--- src/rtl/usr_pkg.sv ---
// Shared constants for the 4-bit universal shift register lab top level.
package usr_pkg;

    localparam int unsigned SYS_CLK_HZ     = 100_000_000;
    localparam int unsigned TICK_HZ        = 500;
    localparam int unsigned DEF_CLK_DIV    = SYS_CLK_HZ / TICK_HZ;
    localparam int unsigned DEF_DB_SAMPLES = 8;

    // Shift-register mode encoding used by the neighbouring register block.
    typedef enum logic [1:0] {
        MODE_HOLD = 2'b00,
        MODE_LOAD = 2'b01,
        MODE_ROTL = 2'b10,
        MODE_SHR  = 2'b11
    } usr_mode_e;

    function automatic int unsigned max_u(input int unsigned a, input int unsigned b);
        return (a > b) ? a : b;
    endfunction

endpackage

--- src/rtl/tick_gen.sv ---
// Free-running divider: one-cycle tick every CLK_DIV clocks.
module tick_gen #(
    parameter int unsigned CLK_DIV = 4
) (
    input  logic clk,
    input  logic rst,
    output logic tick
);

    localparam int unsigned CntW = (CLK_DIV > 2) ? $clog2(CLK_DIV) : 1;

    logic [CntW-1:0] count_q;
    logic [CntW-1:0] count_d;

    // Tick is decoded from the terminal count, so it is low while in reset.
    always_comb begin
        tick    = (count_q == CntW'(CLK_DIV - 1));
        count_d = tick ? '0 : count_q + CntW'(1);
    end

    // Divider count register.
    always_ff @(posedge clk or negedge rst) begin
        if (!rst) begin
            count_q <= '0;
        end else begin
            count_q <= count_d;
        end
    end

endmodule

--- src/rtl/step_pulse_gen.sv ---
// Pushbutton conditioner: sync, tick-sampled debounce and rising-edge one-shot.
// Optional auto-repeat while held: define STEP_PULSE_AUTO_REPEAT_EN.
module step_pulse_gen
    import usr_pkg::*;
#(
    parameter int unsigned CLK_DIV    = DEF_CLK_DIV,
    parameter int unsigned DB_SAMPLES = DEF_DB_SAMPLES,
    parameter int unsigned REPEAT_DLY = 250,
    parameter int unsigned REPEAT_PER = 50
) (
    input  logic clk,
    input  logic rst,
    input  logic btn_in,
    output logic tick,
    output logic btn_level,
    output logic step_pulse
);

    logic                  sync1_q, sync2_q;
    logic [DB_SAMPLES-1:0] hist_q, hist_d;
    logic                  level_q, level_d;
    logic                  step_q, step_d;
    logic                  rise;

    tick_gen #(
        .CLK_DIV(CLK_DIV)
    ) u_tick_gen (
        .clk (clk),
        .rst (rst),
        .tick(tick)
    );

    // Two-flop synchronizer for the asynchronous button.
    always_ff @(posedge clk or negedge rst) begin
        if (!rst) begin
            sync1_q <= 1'b0;
            sync2_q <= 1'b0;
        end else begin
            sync1_q <= btn_in;
            sync2_q <= sync1_q;
        end
    end

    // History shift on tick; level follows only a unanimous history.
    always_comb begin
        hist_d = hist_q;
        if (tick) begin
            hist_d = {hist_q[DB_SAMPLES-2:0], sync2_q};
        end
        level_d = level_q;
        if (&hist_q) begin
            level_d = 1'b1;
        end else if (~|hist_q) begin
            level_d = 1'b0;
        end
        rise = level_d & ~level_q;
    end

`ifdef STEP_PULSE_AUTO_REPEAT_EN
    localparam int unsigned RepW = $clog2(max_u(REPEAT_DLY, REPEAT_PER) + 1);

    logic [RepW-1:0] rep_cnt_q, rep_cnt_d;
    logic [RepW-1:0] rep_inc, rep_target;
    logic            rep_armed_q, rep_armed_d;
    logic            rep_fire;

    // Count held ticks; first target is the delay, later ones the period.
    always_comb begin
        rep_cnt_d   = rep_cnt_q;
        rep_armed_d = rep_armed_q;
        rep_fire    = 1'b0;
        rep_inc     = rep_cnt_q + RepW'(1);
        rep_target  = rep_armed_q ? RepW'(REPEAT_PER) : RepW'(REPEAT_DLY);
        if (!level_q) begin
            rep_cnt_d   = '0;
            rep_armed_d = 1'b0;
        end else if (tick) begin
            if (rep_inc == rep_target) begin
                rep_fire    = 1'b1;
                rep_cnt_d   = '0;
                rep_armed_d = 1'b1;
            end else begin
                rep_cnt_d = rep_inc;
            end
        end
        step_d = rise | rep_fire;
    end

    // Auto-repeat counter state.
    always_ff @(posedge clk or negedge rst) begin
        if (!rst) begin
            rep_cnt_q   <= '0;
            rep_armed_q <= 1'b0;
        end else begin
            rep_cnt_q   <= rep_cnt_d;
            rep_armed_q <= rep_armed_d;
        end
    end
`else
    logic unused_repeat;
    assign unused_repeat = ^{REPEAT_DLY, REPEAT_PER};

    // Single pulse per press.
    always_comb begin
        step_d = rise;
    end
`endif

    // Debounce history, level and one-shot registers.
    always_ff @(posedge clk or negedge rst) begin
        if (!rst) begin
            hist_q  <= '0;
            level_q <= 1'b0;
            step_q  <= 1'b0;
        end else begin
            hist_q  <= hist_d;
            level_q <= level_d;
            step_q  <= step_d;
        end
    end

    assign btn_level  = level_q;
    assign step_pulse = step_q;

endmodule

--- config.mk ---
export PLATFORM = sky130hd
export DESIGN_NAME = step_pulse_gen
export DESIGN_NICKNAME = d
export VERILOG_FILES = /design/src/rtl/usr_pkg.sv /design/src/rtl/tick_gen.sv /design/src/rtl/step_pulse_gen.sv
export SDC_FILE = /design/constraint.sdc
export NUM_CORES = 1
export LEC_CHECK = 0
export BUFFER_PORTS_ARGS = -buffer_cell sky130_fd_sc_hd__buf_2
export CAP_MARGIN = 30
export CORE_MARGIN = 2
export CORE_UTILIZATION = 45
export CTS_BUF_LIST = sky130_fd_sc_hd__clkbuf_16
export CTS_CLUSTER_DIAMETER = 200
export DETAILED_ROUTE_END_ITERATION = 12
export GPL_TIMING_DRIVEN = 0
export HOLD_SLACK_MARGIN = 0.03
export PLACE_DENSITY = 0.74
export SYNTH_ARGS = -nofsm -noshare
export SYNTH_HDL_FRONTEND = slang
export SYNTH_HIERARCHICAL = 1
export SYNTH_SLANG_ARGS = --single-unit
--- constraint.sdc ---
create_clock -name clk -period 2 [get_ports clk]
set_clock_uncertainty 0.05 [all_clocks]
set_input_delay 0.3 -clock clk [delete_from_list [all_inputs] [get_ports clk]]
set_output_delay 0.3 -clock clk [all_outputs]
set_load 0.02 [all_outputs]
**Yosys cells after proc, flatten, opt, wreduce, memory -nomap -nowiden**

Cells that the tools add are included.

- Register bits: 30
- Bits of input ports: 3
- Word-level logic and storage cells: 15

- Add/subtract/negate cells: 1
- Eq/ne operators: 1
- Muxes and demuxes: 3
- Bitwise gates (word level): 2
- Reduce and logical (&&, ||, !) cells: 2

Operators with widths:

| kind | count |
|---|---|
| adder 18 x 1 -> 18 bit, second input constant | 1 |
| equality test 18 bit, second input constant | 1 |
| 2-to-1 mux 18 bit | 1 |
| AND reduction 8 bit | 1 |
| OR reduction 8 bit | 1 |
| 2-to-1 mux 1 bit | 2 |
| AND 1 bit | 1 |
| inverter 1 bit | 1 |

**Depth between registers and ports, before layout**

Gate-level depths: netlist of the first run.

- Word-level depth: 4
- Depth in mapped cells: 5
- Mapped depth without buffers: 5

**Cells and area by module**

The synthesis of the first run kept the hierarchy.

By module, submodules not included:

| module | times used | cells each | area each (µm²) |
|---|---|---|---|
| tick_gen | 1 | 85 | 872.1 |
| step_pulse_gen | 1 | 28 | 437.9 |

**Worst setup path after synthesis of the first run**

OpenSTA, ideal clock, no wires.

- Path kind: register to register
- Start: register u_tick_gen.count_q[13]
- End: register hist_q[1]
- Library setup time: 125 ps
- Arrival: 2093 ps
- Path slack: -267 ps
- Cell stages (with the launch flop): 6
- Buffers on the path: 1
- Path through: dfrtp_1 -> nor4b_1 -> nand4_1 -> nor3_2 -> buf_2 -> mux2_2

- Word-level cells in the longest chain between the ends: 1

Ends and longest elaborated chain:

| element | line | text |
|---|---|---|
| from (decl) | tick_gen.sv:12 | `logic [CntW-1:0] count_q;` |
| from (signal assigned) | tick_gen.sv:26 | `count_q <= count_d;` |
| equality test 18 bit | tick_gen.sv:17 | `tick = (count_q == CntW'(CLK_DIV - 1));` |
| net tick | step_pulse_gen.sv:14 | `output logic tick,` |
| to (signal assigned) | step_pulse_gen.sv:116 | `hist_q <= hist_d;` |
| to (decl) | step_pulse_gen.sv:20 | `logic [DB_SAMPLES-1:0] hist_q, hist_d;` |

The timed path passes the listed nets, and every way through them passes these cells.
A chain may end at the register's enable or synchronous reset.

**Worst setup path after layout of the first run**

- Start: register u_tick_gen.count_q[15]
- End: output tick

- Word-level cells in the longest chain between the ends: 1

Ends and longest elaborated chain:

| element | line |
|---|---|
| equality test 18 bit | tick_gen.sv:17 |
| to (decl) | step_pulse_gen.sv:14 |

No other way between the ends.

==> results.cfg, run 1 <==
[grt]
grtUsageTotal_pct = 17.5
grt_util_met2_pct = 29.1
first_global_vias = 944
grt_max_degree = 31
grt_overflow = 0
gr-usage-met3_pct = 5.36
antenna_found_initial = 0
grt_busiest_layer = met2
use_met1_pct = 19.4
grt_pass1_wl_um = 4240

[timing]
worstMarginPinSlew_ns = 0.624
final_max_slew_viol_count = 0
maxSlewHeadroom_pct = 58.4
min_period_ns = 1.96
hold_violations = 0
fin_crit_sh_pct = 98.0
worst_hold_slack_ns = 0.0834
setup-violations-final = 0
fmax_mhz = 510
rsz0062_at_grt = yes

[finish]
fin_nets = 135
fill_cells = 217
layoutNonFillerInstCount = 163
post_route_cells_drive_above_1_share_pct = 25.0
utilization_pct = 58.6
diodes = 0
syn_to_final_growth_pct = 23.3
stdcell_area_sq_um = 1620

[logic_synthesis]
ys_async_sr_fraction_pct = 100
synth-seq-area-share_pct = 57.3
synth_compound_area_share_pct = 4.49
yosys.area_share.adder_pct = 0.955
netlist_area_sq_um = 1310
yosys.area_share.simple_pct = 21.7
synth_seq_cells = 30
synth_area_per_cell_sq_um = 11.6
muxShareOfSynthArea_pct = 6.88
yosysUniqueCellTypes = 33
synthXorXnorAreaFrac_pct = 8.02
netlist_instances = 113
syn_nets = 117
ys.flop_type = dfrtp_1
ys_warn_count = 6
synth_edf_count = 0
synth_top_family_by_area = simple AND/OR/NAND/NOR gates

[power]
p_leak_nw = 0.748
p_per_area_nw_per_um2 = 813
p_total_mw = 1.31
vdd_drop_max_mv = 0.755

[floorplanning]
die-area_sq_um = 3360
die_w_um = 58.0
pin_count = 6
row_count = 19
die_h_um = 58.0
core_area_sq_um = 2760
initial_core_util_pct = 47.5

[cts]
cts_buffer_depth = 2
htree_levels = 2
cts_tree = built
cts.sinks = 30
cts-buffers-inserted = 5
clk_latency_ns = 0.27
cts-root-buf = clkbuf_16
cts.clk_slew.worst_paths_ns = 0.05

[drt]
drt_first_pass_iters = 4
vias = 933
drc = 0
ant_nets = 0
drt_iter0_markers = 24
wl_per_cell_um = 15.4
via_per_inst = 5.72
drt_wl_total_um = 2510

[setup_path]
crit_fanout = 3
required_ns = 1.65
worstPathArrival_ns = 1.61
crit_path_end_kind = output pin
crit_path_start_kind = flip-flop
path_class = flip-flop to output pin

[flow_run]
max-cap-violations = 0

[placed_design]
placedCellCount = 149
io_buffers = 5
place_area_sq_um = 1420
dpl.hpwl_um = 1630
gp_congestion = 0.824

[status]
status = completed

[min_path]
hp-class = input pin to flip-flop
[stage by stage]
| stage | worst slack, ns | TNS [ns] |
|---|---|---|
| after floorplan | -0.0396 | -0.317 |
| after global placement | -0.149 | -1.20 |
| after detailed placement | -0.160 | -1.24 |
| after CTS | -0.00424 | -0.00907 |
| after global routing | -0.0581 | -0.0581 |
| final | 0.0406 | 0 |
[timing repair]
action / 4_1_cts / 5_1_grt
hold buffers: 1 / 0
endpoints found under the setup margin: 9 / 9
buffers inserted: 2 / 4
pin swaps: 3 / 1
gates resized for setup: 1 / 3
endpoints found under the hold margin: 30 / 0
[synth_stat cells, types with 2 or more instances]
library cell,instances,area share (%)
o21ai_0,3,1.1
nand2_1,8,2.3
xnor2_1,6,4.0
o21ai_1,2,0.76
dfrtp_1,30,57
nand4_1,7,3.3
mux2_1,2,1.7
nor2_1,11,3.2
or4_1,2,1.1
a31oi_1,2,0.95
mux2_2,6,5.2
nor3_1,3,1.1
xor2_1,6,4.0
nand3_1,6,2.3
[kinds of logic (layout without fill, tap and decap cells)]
group / Yosys count / in the layout
multiplexers: 8 / 8
AO/OA/AOI/OAI: 10 / 10
XOR/XNOR: 12 / 12
flip-flops: 30 / 30
adder cells (fa/ha/maj): 1 / 1
AND/OR/NAND/NOR: 50 / 50
buffers and inverters: 2 / 21
[worst max-delay path, cell delays in order, from the launching register on]
cell	delay, ns
dfrtp_1	0.41
nor4b_2	0.29
nand4_1	0.21
nor3_4	0.26
buf_6	0.16
[final timing paths]
| path | from | to | slack [ns] | cells past startpoint |
|---|---|---|---|---|
| setup / recovery | u_tick_gen/count_q[15]$_DFF_PN0_ | tick | 0.04 | 4 |
| setup reg to reg | u_tick_gen/count_q[15]$_DFF_PN0_ | hist_q[0]$_DFFE_PN0P_ | 0.12 | 5 |
| hold reg to reg | sync1_q$_DFF_PN0_ | sync2_q$_DFF_PN0_ | 0.30 | 0 |
| hold / removal | btn_in | sync1_q$_DFF_PN0_ | 0.08 | 1 |
| min in group asynchronous | rst | u_tick_gen/count_q[17]$_DFF_PN0_ | 0.53 | 2 |
| max in group asynchronous | rst | u_tick_gen/count_q[13]$_DFF_PN0_ | 0.93 | 2 |
[cell usage in the layout (no fill, tap or decap), types with 2 or more instances in the layout]
| cell type | synthesis | routed |
|---|---|---|
| a31oi_1 | 2 | 2 |
| buf_2 | 1 | 4 |
| buf_4 | 0 | 5 |
| buf_6 | 0 | 2 |
| clkbuf_16 | 0 | 5 |
| dfrtp_1 | 30 | 29 |
| inv_1 | 1 | 2 |
| mux2_4 | 0 | 8 |
| nand2_1 | 8 | 8 |
| nand3_1 | 6 | 6 |
| nand4_1 | 7 | 7 |
| nor2_1 | 11 | 11 |
| nor3_1 | 3 | 3 |
| o21ai_0 | 3 | 3 |
| o21ai_1 | 2 | 2 |
| or4_1 | 2 | 2 |
| xnor2_1 | 6 | 6 |
| xor2_1 | 6 | 6 |
[area by class of cell]
cell class                 instances  area [sq um]  share of cell area [%]
clock inverter                     3          12.5                   0.775
timing repair buffer              12          90.1                    5.58
clock buffer                       5           125                    7.75
sequential                        30           752                    46.6
inverter                           1          3.75                   0.232
tap                               31          38.8                    2.40
multi-input combinational         81           593                    36.7
[power breakdown]
group | switching [mW] | leakage [nW] | internal, mW
Sequential | 0.000471 | 0.399 | 0.610
Combinational | 0.0110 | 0.277 | 0.00267
Clock | 0.242 | 0.0724 | 0.447
Total | 0.253 | 0.748 | 1.06
[flip-flops by register name (all words and copies together), names as in the netlist]
signal,cells
step_pulse,1
sync1_q,1
sync2_q,1
u_tick_gen/count_q,18
btn_level,1
hist_q,8
[layer usage]
metal | up-vias | part of all wire [%]
met5 | - | 0
met4 | 0 | 2.6
met3 | 7 | 3.8
met2 | 19 | 51
met1 | 467 | 43
li1 | 440 | -
Power figures use the tool's default switching activity.
==> run 2, diff against run 1 <==
Settings changed: PLACE_DENSITY 0.74 to 0.71, SKIP_CTS_REPAIR_TIMING set to 1.
Clock period 2 ns to 2.29 ns, I/O delays scaled along.
==> results.cfg, run 2 (synthesis gave the netlist of run 1 again) <==
[drt]
wl_per_cell_um = 13.7
ant_nets = 0
drt_first_pass_iters = 4
drt_wl_total_um = 2210
via_per_inst = 5.65
vias = 909
drc = 0
drt_iter0_markers = 26

[finish]
regMostFlops = u_tick_gen/count_q
largest_reg_flops = 18
layout_commonest_cell = dfrtp_1
reg_top3 = u_tick_gen/count_q x18, hist_q x8
post_route_cells_drive_above_1_share_pct = 21.5
fill_cells = 233
fin_nets = 133
syn_to_final_growth_pct = 18.7
diodes = 0
final_cell_mix = 30 x dfrtp_1, 11 x nor2_1, 8 x nand2_1

[grt]
grt_overflow = 0
antenna_found_initial = 0
grtUsageTotal_pct = 15.3
first_global_vias = 879
grt_pass1_wl_um = 3720
grt_max_degree = 31

[power]
p_leak_nw = 0.728
vdd_drop_max_mv = 0.655
p_total_mw = 1.14
p_per_area_nw_per_um2 = 730

[cts]
clk_latency_ns = 0.27
cts_tree = built
cts.clk_slew.worst_paths_ns = 0.05
cts-root-buf = clkbuf_16
cts-buffers-inserted = 5
htree_levels = 2
cts.sinks = 30
cts_buffer_depth = 2

[floorplanning]
initial_core_util_pct = 47.5
pin_count = 6
die_w_um = 58.0
die-area_sq_um = 3360
core_area_sq_um = 2760
die_h_um = 58.0
row_count = 19

[timing]
final_max_slew_viol_count = 0
setup-violations-final = 0
fmax_mhz = 447
min_period_ns = 2.24
fin_crit_sh_pct = 97.8
tns_ns = 0
hold_violations = 0
final.setup.worst_slack_ns = 0.0512
maxSlewHeadroom_pct = 57.6
worstMarginPinSlew_ns = 0.636
worst_hold_slack_ns = 0.0480

[setup_path]
r2r_cells = 5
cp_num_cells = 4
crit_chain = nor4b_2 > nand4_1 > nor3_4 > buf_4
worstPathArrival_ns = 1.85
crit_slowest_cell = dfrtp_1
cpPeakStageDelay_ns = 0.42
required_ns = 1.90
crit_fanout = 6
path_class = flip-flop to output pin
crit_buf_inv = 1
cp_top_family = simple AND/OR/NAND/NOR gates
crit_path_end_kind = output pin
crit_path_start_kind = flip-flop

[placed_design]
dpl.hpwl_um = 1500
pre_cts_ws_ns = -0.193
io_buffers = 5
gp_congestion = 0.875

[flow_run]
max-cap-violations = 0

[status]
status = completed

[min_path]
hp-class = input pin to asynchronous set/reset pin
[run 2: per-stage QoR]
step	area, sq um	util (%)	instances
2_1_floorplan	1310	-	113
3_3_place_gp	1370	49.8	149
3_5_place_dp	1370	49.8	149
4_1_cts	1510	54.8	157
5_1_grt	1560	56.4	161
6_report	1560	56.4	161
[run 2: metal layers]
| metal | GRT usage, % | vias up | share of wire [%] | wire length [um] |
|---|---|---|---|---|
| li1 | - | 446 | - | - |
| met1 | 17.5 | 438 | 45 | 990 |
| met2 | 23.1 | 19 | 47 | 1050 |
| met3 | 6.92 | 6 | 5.1 | 113 |
| met4 | 9.97 | 0 | 2.7 | 59 |
| met5 | 0 | - | 0 | 0 |
[run 2: cell type report]
class	count	area, sq um	area share [%]
clock inverter	3	11.3	0.724
inverter	1	3.75	0.241
sequential	30	751	48.3
tap	31	38.8	2.49
clock buffer	5	125	8.05
multi-input combinational	81	563	36.2
buffer	1	5.00	0.322
timing repair buffer	9	57.6	3.70
[run 2: report_power, final]
group	leakage, nW	switching (mW)	internal (mW)
Combinational	0.262	0.00960	0.00121
Sequential	0.400	0.000565	0.533
Clock	0.0663	0.202	0.388
[run 2: worst paths after layout]
check,from,end,slack [ns]
worst max-delay path,u_tick_gen/count_q[15]$_DFF_PN0_,tick,0.05
worst min-delay path,rst,step_pulse$_DFF_PN0_,0.05
worst max register to register,u_tick_gen/count_q[15]$_DFF_PN0_,hist_q[7]$_DFFE_PN0P_,0.12
worst min register to register,sync1_q$_DFF_PN0_,sync2_q$_DFF_PN0_,0.31
max in group asynchronous,rst,u_tick_gen/count_q[4]$_DFF_PN0_,1.73
min in group clk,btn_in,sync1_q$_DFF_PN0_,0.13
